==> src/rtl/alu_div_sequencer_pkg.sv <==
// Shared ALU definitions: datapath width, divider sequencer states and the
// quotient reported for a zero divisor.
package alu_div_sequencer_pkg;

  localparam int ALU_WIDTH = 6;

  localparam logic [ALU_WIDTH-1:0] DIV_ZERO_QUOT = 6'h3F;

  typedef enum logic [1:0] {
    IDLE = 2'd0,
    RUN  = 2'd1,
    DONE = 2'd2
  } div_state_t;

endpackage

==> src/rtl/alu_div_sequencer_sub.sv <==
// The ALU's shared 6-bit subtraction unit. The result is modulo 2^ALU_WIDTH,
// so callers must compare the operands first if a wrap is not wanted.
module alu_div_sequencer_sub
  import alu_div_sequencer_pkg::*;
(
  input  logic [ALU_WIDTH-1:0] minuend,
  input  logic [ALU_WIDTH-1:0] subtrahend,
  output logic [ALU_WIDTH-1:0] difference
);

  assign difference = minuend - subtrahend;

endmodule

==> src/rtl/alu_div_sequencer.sv <==
// Unsigned 6-bit divider that uses repeated subtraction on the shared
// subtraction unit, with valid/ready handshakes on the operand and result sides.
module alu_div_sequencer
  import alu_div_sequencer_pkg::*;
(
  input  logic                 clk,
  input  logic                 rst_n,
  input  logic                 in_valid,
  output logic                 in_ready,
  input  logic [ALU_WIDTH-1:0] a_in,
  input  logic [ALU_WIDTH-1:0] b_in,
  output logic                 out_valid,
  input  logic                 out_ready,
  output logic [ALU_WIDTH-1:0] quotient,
  output logic [ALU_WIDTH-1:0] remainder,
  output logic                 div_by_zero
);

  div_state_t           state_r, state_nxt_s;
  logic [ALU_WIDTH-1:0] rem_r, rem_nxt_s;
  logic [ALU_WIDTH-1:0] div_r, div_nxt_s;
  logic [ALU_WIDTH-1:0] quot_r, quot_nxt_s;
  logic                 dbz_r, dbz_nxt_s;
  logic [ALU_WIDTH-1:0] diff_s;
  logic                 fits_s;

  alu_div_sequencer_sub u_sub (
    .minuend    (rem_r),
    .subtrahend (div_r),
    .difference (diff_s)
  );

  // A subtraction is only taken when it cannot wrap.
  assign fits_s = (rem_r >= div_r);

  // Next-state and next-datapath values for the divide sequence.
  always_comb begin
    state_nxt_s = state_r;
    rem_nxt_s   = rem_r;
    div_nxt_s   = div_r;
    quot_nxt_s  = quot_r;
    dbz_nxt_s   = dbz_r;
    case (state_r)
      IDLE: begin
        if (in_valid) begin
          rem_nxt_s = a_in;
          div_nxt_s = b_in;
          if (b_in == 6'd0) begin
            state_nxt_s = DONE;
            quot_nxt_s  = DIV_ZERO_QUOT;
            dbz_nxt_s   = 1'b1;
          end else begin
            state_nxt_s = RUN;
            quot_nxt_s  = 6'd0;
            dbz_nxt_s   = 1'b0;
          end
        end else begin
          state_nxt_s = IDLE;
        end
      end
      RUN: begin
        if (fits_s) begin
          rem_nxt_s  = diff_s;
          quot_nxt_s = quot_r + 6'd1;
        end else begin
          state_nxt_s = DONE;
        end
      end
      DONE: begin
        if (out_ready) begin
          state_nxt_s = IDLE;
        end else begin
          state_nxt_s = DONE;
        end
      end
      default: begin
        state_nxt_s = IDLE;
      end
    endcase
  end

  // State and datapath registers; reset aborts any operation in flight.
  always_ff @(posedge clk or negedge rst_n) begin
    if (!rst_n) begin
      state_r <= IDLE;
      rem_r   <= 6'd0;
      div_r   <= 6'd0;
      quot_r  <= 6'd0;
      dbz_r   <= 1'b0;
    end else begin
      state_r <= state_nxt_s;
      rem_r   <= rem_nxt_s;
      div_r   <= div_nxt_s;
      quot_r  <= quot_nxt_s;
      dbz_r   <= dbz_nxt_s;
    end
  end

  assign in_ready    = (state_r == IDLE);
  assign out_valid   = (state_r == DONE);
  assign quotient    = quot_r;
  assign remainder   = rem_r;
  assign div_by_zero = dbz_r;

endmodule
==> config.mk <==
export PLATFORM = sky130hd
export DESIGN_NAME = alu_div_sequencer
export DESIGN_NICKNAME = d
export VERILOG_FILES = /design/src/rtl/alu_div_sequencer_pkg.sv /design/src/rtl/alu_div_sequencer_sub.sv /design/src/rtl/alu_div_sequencer.sv
export SDC_FILE = /design/constraint.sdc
export NUM_CORES = 1
export LEC_CHECK = 0
export ABC_AREA = 1
export CAP_MARGIN = 20
export CORE_ASPECT_RATIO = 1.1
export CORE_MARGIN = 1
export CORE_UTILIZATION = 49
export CTS_BUF_LIST = sky130_fd_sc_hd__clkbuf_8 sky130_fd_sc_hd__clkbuf_16
export CTS_CLUSTER_SIZE = 20
export DETAILED_ROUTE_END_ITERATION = 10
export PLACE_DENSITY = 0.78
export SLEW_MARGIN = 30
export SYNTH_ARGS = -nofsm -noshare
export SYNTH_HDL_FRONTEND = slang
export SYNTH_SLANG_ARGS = --single-unit
==> constraint.sdc <==
create_clock -name clk -period 2.55 [get_ports clk]
set_clock_uncertainty 0.2 [all_clocks]
set_input_delay 0.3825 -clock clk [delete_from_list [all_inputs] [get_ports clk]]
set_output_delay 0.3825 -clock clk [all_outputs]
set_load 0.1 [all_outputs]
==> impl.org <==
** Synth
- Portion of the post-synthesis area used by sequential elements :: 0.387
- Count leader, synth :: sky130_fd_sc_hd__nand2_1
- Synth top cells by count :: 60 x sky130_fd_sc_hd__nand2_1, 26 x sky130_fd_sc_hd__inv_1, 21 x sky130_fd_sc_hd__dfrtp_1
- After synthesis, the share of flip-flops with an asynchronous set or reset is 1.00.
- Post-synthesis register bit count :: 21
- Gate Count Post-Synth :: ~180
- Counting distinct cell types in the post-synthesis netlist gives 25.
- Ranking of synthesized cells by area :: sky130_fd_sc_hd__dfrtp_1 39%, sky130_fd_sc_hd__nand2_1 17%, sky130_fd_sc_hd__inv_1 7.2%, sky130_fd_sc_hd__ha_1 6.5%, sky130_fd_sc_hd__nand3_1 6.3%
- Post-synth EDFFs :: 0
- Yosys printed 0 warnings.
- Library cell occupying the most area in the post-synthesis netlist :: sky130_fd_sc_hd__dfrtp_1
- The share of synthesized area in the top cell type comes to 0.387.
- Post-synthesis net count :: 208
- The average instance in the mapped netlist occupies 7.38 um2.
- Combined area of all synthesized cells :: 1360 um2
- In the synthesized netlist the dominant register cell turns out to be sky130_fd_sc_hd__dfrtp_1.

** STA
- Setup repair after global routing missed its margin :: false
- Derived from the worst setup path, the maximum achievable clock frequency is 474 MHz.
- Endpoints failing hold :: 0
- Setup violations remaining at the end of the flow were counted as 0.
- Share of the cycle needed by the critical path after routing :: 0.828
- Actual slew at the worst max-slew pin :: 0.386 ns
- Clock period minus final worst setup slack :: 2.11 ns
- The max-slew violation total from the final report was 0.
- Worst slew margin relative to its limit :: 0.742
- After routing, the total negative slack on setup checks comes to 0 ns.

** GRT
- In the global route stage, overall resource usage came out at 0.238.
- Global-route congestion overflow total :: 0
- The number of global-route vias before repair came to approximately 1300.
- The first global-routing pass estimated 5.38 mm of wire.
- The number of antenna violations at the first check in global routing came to 0.
- Entering global routing, the biggest net connects 22 pins.

** Critical path
- In this run the register-to-register setup slack is 0.44 ns.
- In this run the worst setup path begins at remainder[0]$_DFFE_PN0P_.
- The setup path with the least slack is of type flop to flop.
- Critical Path End Type :: flop
- Destination of the worst register-to-register timing path :: remainder[0]$_DFFE_PN0P_
- Data arrives at the worst endpoint at just over 2 ns.
- Number of cells traversed by the worst register-to-register path :: 10
- Critical Path Source Type :: flop
- The worst register-to-register path begins at remainder[0]$_DFFE_PN0P_.
- Of all nets on the critical path, the largest fanout is 16.
- Capturing instance or port of the critical path :: remainder[0]$_DFFE_PN0P_
- Required @ worst endpoint :: approximately 2.5 ns

** Clock tree
- Number of buffers created by CTS :: 3
- TritonCTS clock tree :: yes
- Clock Latency Late Sink :: 0.26 ns
- Setup fix buffers added after clock tree synthesis :: 0
- In this run, post-CTS hold repair placed 0 buffers.
- Clock tree synthesis found a total of 21 sinks.
- Clock-pin slew was measured on the worst setup and hold paths at around 0.080 ns.
- Clock tree buffer depth :: 2
- The tree is rooted in a sky130_fd_sc_hd__clkbuf_8.
- In this run the number of H-tree levels came out at 1.
- Number of resized instances in the post-cts repair step :: 0

** Outcome
- Result of the run :: completed

** Route
- DR DRC count :: 0
- Before antenna repair, the detailed router went through 4 iterations.
- The detailed router finished its first iteration with 26 violations.
- After detailed routing, the number of vias per cell comes to 5.13.
- In the final routed layout, each cell accounts on average for ~13 um.
- The count of nets left with antenna violations once routing finished came out at 0.
- Across all layers, the routed design uses around 1300 vias.
- The final layout contains routed wiring with a total length of roughly 3.1 mm.

** Floorplanning
- Starting density of the core :: 0.529
- Die span in y :: 57.2 um
- The floorplan step defined a die boundary enclosing 2990 um2.
- Measured along the x axis, the die boundary spans 52.2 um.
- Floorplan core area :: 2570 um2
- Site row count :: 19
- Io pins :: 31

** Place
- Routability cong. :: 0.871
- Once detailed placement completed, the half-perimeter wirelength came to roughly 2.4 mm.
- I/O Buffers :: 30

** Layout
- The repair_antennas step left the layout with diodes totalling 0.
- Nets@finish :: 242
- Area grow syn2layout :: 25.1%
- Final core utilization :: 0.661
- Share of final-layout standard cells stronger than drive strength 1 :: 0.147
- Filler cell count :: 237

** Flow run
- Number of violations of the max-capacitance limit :: 0

** Min path
- The path class of the tightest hold or removal check is input pin to async pin.
cell families after synthesis:
| family | Yosys count | synth area share |
|---|---|---|
| AND/OR/NAND/NOR | 101 | 0.335 |
| buffers and inverters | 29 | 0.0903 |
| AO/OA/AOI/OAI | 23 | 0.0959 |
| flip-flops | 21 | 0.387 |
| adder cells (fa/ha/maj) | 8 | 0.0793 |
| XOR/XNOR | 2 | 0.0129 |
worst min path at each step:
stage                                     from                        to  cells after the start
after floorplan                          rst_n   div_by_zero$_DFFE_PN0P_                      0
after CTS                                rst_n  remainder[0]$_DFFE_PN0P_                      2
after detailed placement  div_r[3]$_DFFE_PN0P_      div_r[3]$_DFFE_PN0P_                      2
after global routing                     rst_n  remainder[0]$_DFFE_PN0P_                      2
final                                    rst_n  remainder[0]$_DFFE_PN0P_                      2
after global placement    div_r[2]$_DFFE_PN0P_      div_r[2]$_DFFE_PN0P_                      2
area by class of cell:
| cell class | count | area (um2) | share of cell area |
|---|---|---|---|
| clock buffers | 3 | 41.3 | 0.0243 |
| multi-input cells | 134 | 712 | 0.419 |
| repair buffers | 32 | 278 | 0.164 |
| clock inverters | 1 | 5.00 | 0.00295 |
| well taps | 31 | 38.8 | 0.0228 |
| inverters | 26 | 97.6 | 0.0575 |
| flip-flops and latches | 21 | 526 | 0.310 |
worst max-delay path, stage by stage (launching register included):
cell	delay [ns]
sky130_fd_sc_hd__dfrtp_1	0.39
sky130_fd_sc_hd__inv_1	0.08
sky130_fd_sc_hd__ha_1	0.14
sky130_fd_sc_hd__inv_1	0.06
sky130_fd_sc_hd__fa_1	0.42
sky130_fd_sc_hd__nand4_1	0.13
sky130_fd_sc_hd__nand3_2	0.12
sky130_fd_sc_hd__nand2_4	0.14
sky130_fd_sc_hd__nand2_4	0.14
sky130_fd_sc_hd__nand2_1	0.08
sky130_fd_sc_hd__o21ai_0	0.08
placed cells by master (no fill, tap or decap):
cell type / netlist / layout
sky130_fd_sc_hd__fa_1: 1 / 1
sky130_fd_sc_hd__nand3_2: 2 / 2
sky130_fd_sc_hd__nor2_4: 1 / 1
sky130_fd_sc_hd__nor2_1: 10 / 9
sky130_fd_sc_hd__or2_2: 1 / 1
sky130_fd_sc_hd__nand3_1: 17 / 17
sky130_fd_sc_hd__o21a_1: 1 / 1
sky130_fd_sc_hd__nor3_1: 3 / 3
sky130_fd_sc_hd__ha_1: 7 / 7
sky130_fd_sc_hd__clkbuf_8: 0 / 3
sky130_fd_sc_hd__a31oi_1: 1 / 1
sky130_fd_sc_hd__inv_1: 26 / 26
sky130_fd_sc_hd__or2_1: 1 / 1
sky130_fd_sc_hd__nand4_1: 3 / 3
sky130_fd_sc_hd__clkdlybuf4s50_1: 0 / 15
sky130_fd_sc_hd__a21oi_1: 2 / 2
sky130_fd_sc_hd__xnor2_1: 1 / 1
sky130_fd_sc_hd__o21ai_0: 16 / 16
sky130_fd_sc_hd__nand2_1: 60 / 60
sky130_fd_sc_hd__nand2_4: 2 / 2
sky130_fd_sc_hd__clkinv_2: 0 / 1
sky130_fd_sc_hd__nor2_2: 0 / 1
sky130_fd_sc_hd__xor2_1: 1 / 1
sky130_fd_sc_hd__buf_4: 0 / 17
sky130_fd_sc_hd__a21oi_2: 1 / 1
sky130_fd_sc_hd__o21ai_2: 2 / 2
sky130_fd_sc_hd__dfrtp_1: 21 / 21
sky130_fd_sc_hd__nand2_2: 1 / 1
registers in the layout (all words and copies together) (netlist names):
name,count
remainder,6
state_r,2
div_by_zero,1
quotient,6
div_r,6
stage by stage:
step                      worst slack (ns)  hold WS [ns]  cell area [um2]  instances
after detailed placement             0.438         0.279             1650        244
after global routing                 0.240         0.305             1700        248
after CTS                            0.411         0.295             1700        248
final                                0.439         0.274             1700        248
after global placement               0.540         0.276             1650        244
after floorplan                     0.0766        -0.113             1360        184
layer usage:
metal / global-route usage / up-vias / part of all wire
li1: - / 659 / -
met2: 0.438 / 27 / 0.51
met5: 0 / - / 0
met3: 0.0293 / 2 / 0.032
met1: 0.296 / 583 / 0.45
met4: 0.0451 / 0 / 0.0032
Power is not shown: default switching activity piles up to over one toggle a cycle in this logic, so the estimate is an artifact.
